**config.mk**
```make
export PLATFORM = sky130hd
export DESIGN_NAME = keypad_scanner_flat
export DESIGN_NICKNAME = d
export VERILOG_FILES = /design/src/rtl/keypad_pkg.sv /design/src/rtl/keypad_scanner_if.sv /design/src/rtl/row_sync.sv /design/src/rtl/keypad_scanner.sv /design/src/flat_wrapper.sv
export SDC_FILE = /design/constraint.sdc
export NUM_CORES = 1
export LEC_CHECK = 0
export ABC_AREA = 1
export CORE_MARGIN = 1.5
export CORE_UTILIZATION = 38
export CTS_CLUSTER_DIAMETER = 200
export DETAILED_ROUTE_END_ITERATION = 12
export HOLD_SLACK_MARGIN = 0.08
export PLACE_DENSITY_LB_ADDON = 0.3
export SYNTH_ARGS = -nofsm -noshare
export SYNTH_HDL_FRONTEND = slang
export SYNTH_SLANG_ARGS = --single-unit
```
**constraint.sdc**
```tcl
create_clock -name clock -period 1.63 [get_ports clock]
set_input_delay 0.163 -clock clock [delete_from_list [all_inputs] [get_ports clock]]
set_output_delay 0.163 -clock clock [all_outputs]
set_load 0.02 [all_outputs]
```
**src/rtl/keypad_pkg.sv**
```systemverilog
// Shared types and constants for the 4x4 lock keypad scanner.
// Also provides the helper functions that decode a sampled row pattern.
package keypad_pkg;

    typedef enum logic [1:0] {
        IDLE,
        SCAN,
        REPORT,
        RELEASE
    } kp_state_t;

    localparam int NUM_COLS = 4;
    localparam int NUM_ROWS = 4;
    localparam int KEY_W    = 4;

    localparam logic [NUM_ROWS-1:0] ROWS_IDLE = 4'hF;
    localparam logic [NUM_COLS-1:0] COLS_ALL  = 4'b0000;

    // The lowest-numbered row that is pulled low wins the decode.
    function automatic logic [1:0] lowest_zero(input logic [NUM_ROWS-1:0] rows);
        lowest_zero = 2'd0;
        for (int i = NUM_ROWS - 1; i >= 0; i--) begin
            if (!rows[i]) lowest_zero = 2'(i);
        end
    endfunction

    function automatic logic multi_zero(input logic [NUM_ROWS-1:0] rows);
        int zeros;
        zeros = 0;
        for (int i = 0; i < NUM_ROWS; i++) begin
            if (!rows[i]) zeros++;
        end
        multi_zero = (zeros > 1);
    endfunction

endpackage

```
**src/rtl/keypad_scanner_if.sv**
```systemverilog
// Keypad-side and lock-FSM-side signals of the column scanner.
// The scanner uses the slave modport; its environment uses master.
interface keypad_scanner_if;
    import keypad_pkg::*;

    logic [NUM_ROWS-1:0] Row;
    logic                S_Row;
    logic [NUM_COLS-1:0] Col;
    logic [KEY_W-1:0]    key_code;
    logic                key_valid;
    logic                scan_miss;
    logic                ghost;

    modport slave (
        input  Row,
        input  S_Row,
        output Col,
        output key_code,
        output key_valid,
        output scan_miss,
        output ghost
    );

    modport master (
        output Row,
        output S_Row,
        input  Col,
        input  key_code,
        input  key_valid,
        input  scan_miss,
        input  ghost
    );

endinterface

```
**src/rtl/row_sync.sv**
```systemverilog
// Two-flop synchroniser for the raw keypad rows; resets to "no key" (all ones).
module row_sync
    import keypad_pkg::*;
(
    input  logic                clock,
    input  logic                reset,
    input  logic [NUM_ROWS-1:0] raw_row,
    output logic [NUM_ROWS-1:0] sync_row
);

    logic [NUM_ROWS-1:0] meta_row;

    always_ff @(posedge clock or negedge reset) begin
        if (!reset) begin
            meta_row <= ROWS_IDLE;
            sync_row <= ROWS_IDLE;
        end else begin
            meta_row <= raw_row;
            sync_row <= meta_row;
        end
    end

endmodule

```
**src/rtl/keypad_scanner.sv**
```systemverilog
// Column-scan decoder: on a debounced key press, walks the columns low one at a
// time, decodes the first hit into a key code strobe, then waits for release.
module keypad_scanner
    import keypad_pkg::*;
#(
    parameter int SETTLE_CYCLES = 16,
    parameter int CNT_W         = 8
) (
    input  logic              clock,
    input  logic              reset,
    keypad_scanner_if.slave   kif
);

    kp_state_t           state;
    logic [1:0]          col_idx;
    logic [CNT_W-1:0]    cnt;
    logic                ghost_pending;
    logic [NUM_ROWS-1:0] row_s;

    row_sync u_row_sync (
        .clock    (clock),
        .reset    (reset),
        .raw_row  (kif.Row),
        .sync_row (row_s)
    );

    // Strobes default low every cycle; Col is registered alongside the state so
    // the drive pattern changes on the same edge as the column index.
    always_ff @(posedge clock or negedge reset) begin
        if (!reset) begin
            state         <= IDLE;
            col_idx       <= 2'd0;
            cnt           <= '0;
            ghost_pending <= 1'b0;
            kif.Col       <= COLS_ALL;
            kif.key_code  <= '0;
            kif.key_valid <= 1'b0;
            kif.scan_miss <= 1'b0;
            kif.ghost     <= 1'b0;
        end else begin
            kif.key_valid <= 1'b0;
            kif.scan_miss <= 1'b0;
            kif.ghost     <= 1'b0;
            case (state)
                IDLE: begin
                    kif.Col <= COLS_ALL;
                    if (!kif.S_Row) begin
                        state   <= SCAN;
                        col_idx <= 2'd0;
                        cnt     <= '0;
                        kif.Col <= 4'b1110;
                    end
                end
                SCAN: begin
                    if (cnt == CNT_W'(SETTLE_CYCLES - 1)) begin
                        if (row_s != ROWS_IDLE) begin
                            kif.key_code  <= {lowest_zero(row_s), col_idx};
                            ghost_pending <= multi_zero(row_s);
                            kif.Col       <= COLS_ALL;
                            state         <= REPORT;
                        end else if (col_idx == 2'd3) begin
                            kif.scan_miss <= 1'b1;
                            kif.Col       <= COLS_ALL;
                            state         <= IDLE;
                        end else begin
                            col_idx <= col_idx + 2'd1;
                            cnt     <= '0;
                            kif.Col <= ~(4'b0001 << (col_idx + 2'd1));
                        end
                    end else begin
                        cnt <= cnt + 1'b1;
                    end
                end
                REPORT: begin
                    kif.key_valid <= 1'b1;
                    kif.ghost     <= ghost_pending;
                    kif.Col       <= COLS_ALL;
                    state         <= RELEASE;
                end
                RELEASE: begin
                    kif.Col <= COLS_ALL;
                    if (kif.S_Row) state <= IDLE;
                end
                default: begin
                    kif.Col <= COLS_ALL;
                    state   <= IDLE;
                end
            endcase
        end
    end

endmodule

```
**src/flat_wrapper.sv**
```systemverilog
// flat-port wrapper written by rule: the top's interface ports become plain ports
module keypad_scanner_flat import keypad_pkg::*;
#(
    parameter int SETTLE_CYCLES = 16,
    parameter int CNT_W         = 8
)
  (clock, reset, kif_Row, kif_S_Row, kif_Col, kif_key_code, kif_key_valid, kif_scan_miss, kif_ghost);
  keypad_scanner_if kif_i ();
  input  logic clock;
  input  logic reset;
  input wire logic [$bits(kif_i.Row)-1:0] kif_Row;
  input wire logic [$bits(kif_i.S_Row)-1:0] kif_S_Row;
  output wire logic [$bits(kif_i.Col)-1:0] kif_Col;
  output wire logic [$bits(kif_i.key_code)-1:0] kif_key_code;
  output wire logic [$bits(kif_i.key_valid)-1:0] kif_key_valid;
  output wire logic [$bits(kif_i.scan_miss)-1:0] kif_scan_miss;
  output wire logic [$bits(kif_i.ghost)-1:0] kif_ghost;
  assign kif_i.Row = kif_Row;
  assign kif_i.S_Row = kif_S_Row;
  assign kif_Col = kif_i.Col;
  assign kif_key_code = kif_i.key_code;
  assign kif_key_valid = kif_i.key_valid;
  assign kif_scan_miss = kif_i.scan_miss;
  assign kif_ghost = kif_i.ghost;
  keypad_scanner #(.SETTLE_CYCLES(SETTLE_CYCLES), .CNT_W(CNT_W)) u_core (.clock(clock), .reset(reset), .kif(kif_i));
endmodule
```
==> out/qor.csv <==
stage,metric,value,unit
min_path,Worst Hold Class,in2async,
sta,endpoints failing hold,0,
sta,relative slew slack,0.742,
critical_path,Required @ worst endpoint,1.80,ns
clocking,H-tree Lvls,2,
detailed_routing,first drt pass iteration count,4,
power,sequential power share,0.416,
detailed_routing,residual DRC count,0,
power,Pwr Total,2.91,mW
layout,register area,811,µm²
power,Pleak,0.943,nW
sta,RSZ-0062 raised after global routing,false,
grt,first-pass GRT wire length,5.01,mm
grt,largest net degree at the start of global routing,33,
sta,hold_ws,0.267,ns
critical_path,critical path class,reg2reg,
grt,total track usage,0.150,
floorplan,die width,67.7,µm
layout,share of layout cells above drive strength 1,0.193,
layout,fillcell total,420,
layout,Syn-to-layout area delta,23.9,%
sta,Final Max Slew Viols,0,
sta,minimum clock period,1.50,ns
clocking,total clock buffers created by CTS,5,
sta,Highest Clock Rate,666,MHz
floorplan,Initial Util,0.395,
place,PortBufs,17,
floorplan,core area,4030,µm²
place,RePlAce Congestion,0.816,
detailed_routing,Vias/cell,4.64,
critical_path,r2r setup slk,0.13,ns
layout,area of the multi-input gates,698,µm²
flow_run,Max Cap Viol,0,
detailed_routing,Wirelength per Cell,10.9,µm
run_status,outcome,completed,
critical_path,most frequent CP cell,nand2_1,
critical_path,Critical Path Slowest Stage Cell,dfstp_2,
critical_path,"Max FO, Critical Path",4,
layout,Diodes inserted,0,
sta,final-report setup violation count,0,
detailed_routing,initial DRC count,51,
layout,fin nets,232,
power,Cell Int Power,1.74,mW
clocking,clock latency at the later pin of the worst-skew pair,0.28,ns
detailed_routing,vias,1243,
sta,Final Cycle Share,0.921,
floorplan,row count,23,
sta,Worst-Margin Slew,0.386,ns
power,clock power share,0.209,
logic_synthesis,adder and majority gate portion of the synthesized area,0.0628,
clocking,CTS Sinks,32,
logic_synthesis,xor and xnor area share after synthesis,0,
clocking,CTS root buf,clkbuf_8,
floorplan,die area,4590,µm²
critical_path,crit-path cells,"ha_2, nand3_2, nor2_2, nand2_1, nand2_1, nand2_1, nand2_1, o21ai_1",
critical_path,CP endpoint kind,register,
floorplan,IO Count,18,
layout,"commonest non-fill, non-tap cells in the layout","60 x nand2_1, 24 x dfrtp_1, 19 x inv_1",
critical_path,crit path DAT,1.68,ns
logic_synthesis,Syn Area/Cell,8.47,µm²
logic_synthesis,post-synth cell types,23,
clocking,clock transition at the registers of the reported paths,0.07,ns
layout,"most common cell after layout, fill and taps aside",nand2_1,
grt,initial antenna violation count,0,
place,Detail Placement HPWL,2.11,mm
logic_synthesis,largest family of logic cells by synthesized area,simple AND/OR/NAND/NOR gates,
logic_synthesis,post-synthesis sequential area ratio,0.509,
power,Pwr per Cell Area,1470,nW/µm²
critical_path,"slowest stage delay, CP",0.56,ns
detailed_routing,Routed Antenna Nets,0,
power,Peak VDD IR,0.803,mV
floorplan,die span in y,67.7,µm
sta,Fin Clk Skew,0.00304,ns
grt,vias in the first global route,1136,
logic_synthesis,Post-Syn Instances,188,
clocking,Max Buffers Root-to-Sink,2,
logic_synthesis,Post-Syn Area,1590,µm²
logic_synthesis,mux contribution to synthesized area,0,
sta,Fin Setup TNS,0,ns
critical_path,startpoint types,register,
clocking,CTS tree,done,
clocking,Post-CTS Hold Buffers,0,
power,P_sw,1.16,mW
power,combinational power share,0.375,
grt,GRT Residual Overflow,0,
logic_synthesis,Synth Area in Compound Gates,0.0566,
logic_synthesis,Post-Synth Simple-Gate Area,0.308,
power,switching share of power,0.400,
logic_synthesis,"Warnings, synthesis",0,
detailed_routing,final wirelength,2.91,mm
logic_synthesis,Mapped Nets,203,
logic_synthesis,Synth Register Bits,32,
-- per-layer routing --
layer,global-route usage,vias to the layer above,share of wire
li1,-,654,-
met1,0.197,565,0.49
met2,0.228,20,0.46
met3,0.0500,4,0.038
met4,0.0587,0,0.015
met5,0,-,0
-- worst max-delay path: cells and delay by family (launching register included) --
family	cells	cell delay, ns
AND/OR/NAND/NOR	6	0.59
flip-flops	1	0.56
adder cells (fa/ha/maj)	1	0.18
AO/OA/AOI/OAI	1	0.05
-- synthesized netlist by cell type --
cell type	instances	area share
nand2_1	60	0.14
dfrtp_1	24	0.38
inv_1	19	0.045
nand3_1	13	0.041
nor2_1	13	0.031
dfstp_2	8	0.13
ha_1	8	0.063
nand4_1	6	0.024
o21ai_1	6	0.019
o21ai_0	5	0.016
a21oi_1	4	0.013
inv_2	3	0.0071
nand2_2	3	0.012
nand3_2	3	0.019
or2_2	3	0.012
nor2_2	2	0.0079
nor2_4	2	0.014
a21boi_0	1	0.0047
a21o_1	1	0.0047
and3_1	1	0.0039
buf_4	1	0.0047
buf_6	1	0.0071
nor3_1	1	0.0031
-- registers in the layout, indices dropped and copies added (netlist names), named ones only --
name	flops
u_core.kif.Col	4
u_core.kif.key_valid	1
u_core.state	1
u_core.kif.scan_miss	1
u_core.kif.ghost	1
u_core.u_row_sync.sync_row	4
u_core.ghost_pending	1
u_core.u_row_sync.meta_row	4
u_core.col_idx	2
u_core.cnt	8
u_core.kif.key_code	4
-- path summary, 6_finish.rpt --
check                                                        start                                      end  depth (start not counted)
setup / recovery           u_core.u_row_sync.sync_row[0]$_DFF_PN1_            u_core.col_idx[0]$_DFFE_PN0P_                          8
hold / removal                                               reset                u_core.cnt[1]$_DFFE_PN0P_                          2
setup reg to reg           u_core.u_row_sync.sync_row[0]$_DFF_PN1_            u_core.col_idx[0]$_DFFE_PN0P_                          8
hold reg to reg            u_core.u_row_sync.meta_row[1]$_DFF_PN1_  u_core.u_row_sync.sync_row[1]$_DFF_PN1_                          0
max in group asynchronous                                    reset  u_core.u_row_sync.sync_row[0]$_DFF_PN1_                          2
min in group clock                                      kif_Row[1]  u_core.u_row_sync.meta_row[1]$_DFF_PN1_                          1
-- area by class of cell --
type                    instances  area share
flip-flops and latches         32       0.411
repair buffers                 24       0.115
multi-input cells             132       0.354
clock buffers                   5      0.0349
inverters                      22      0.0419
well taps                      50      0.0317
clock inverters                 3      0.0120
-- power by group through the flow --
stage                     combinational [mW]  clock, mW  sequential, mW
after floorplan                        0.713          0            1.24
after global placement                  1.07          0            1.22
after detailed placement                1.07          0            1.22
after CTS                               1.08      0.630            1.21
after global routing                    1.25      0.664            1.25
final                                   1.09      0.608            1.21
-- metrics by stage --
step	instance area (µm²)	instances	utilization	setup slack (ns)
2_1_floorplan	1590	188	-	0.252
3_3_place_gp	1840	258	0.458	0.0780
3_5_place_dp	1840	258	0.458	0.0498
4_1_cts	1940	266	0.481	0.0312
5_1_grt	1970	268	0.490	0.0112
6_report	1970	268	0.490	0.128
-- cells by family (layout without fill, tap and decap cells) --
kind of cell / after synthesis / count (layout)
AO/OA/AOI/OAI: 17 / 17
flip-flops: 32 / 32
buffers and inverters: 24 / 54
AND/OR/NAND/NOR: 107 / 107
adder cells (fa/ha/maj): 8 / 8
-- what timing repair did --
action	4_1_cts	5_1_grt
buffers inserted	0	2
gates resized for setup	0	5
endpoints found under the setup margin	0	14
No activity file was read; power rests on OpenSTA's default activity.
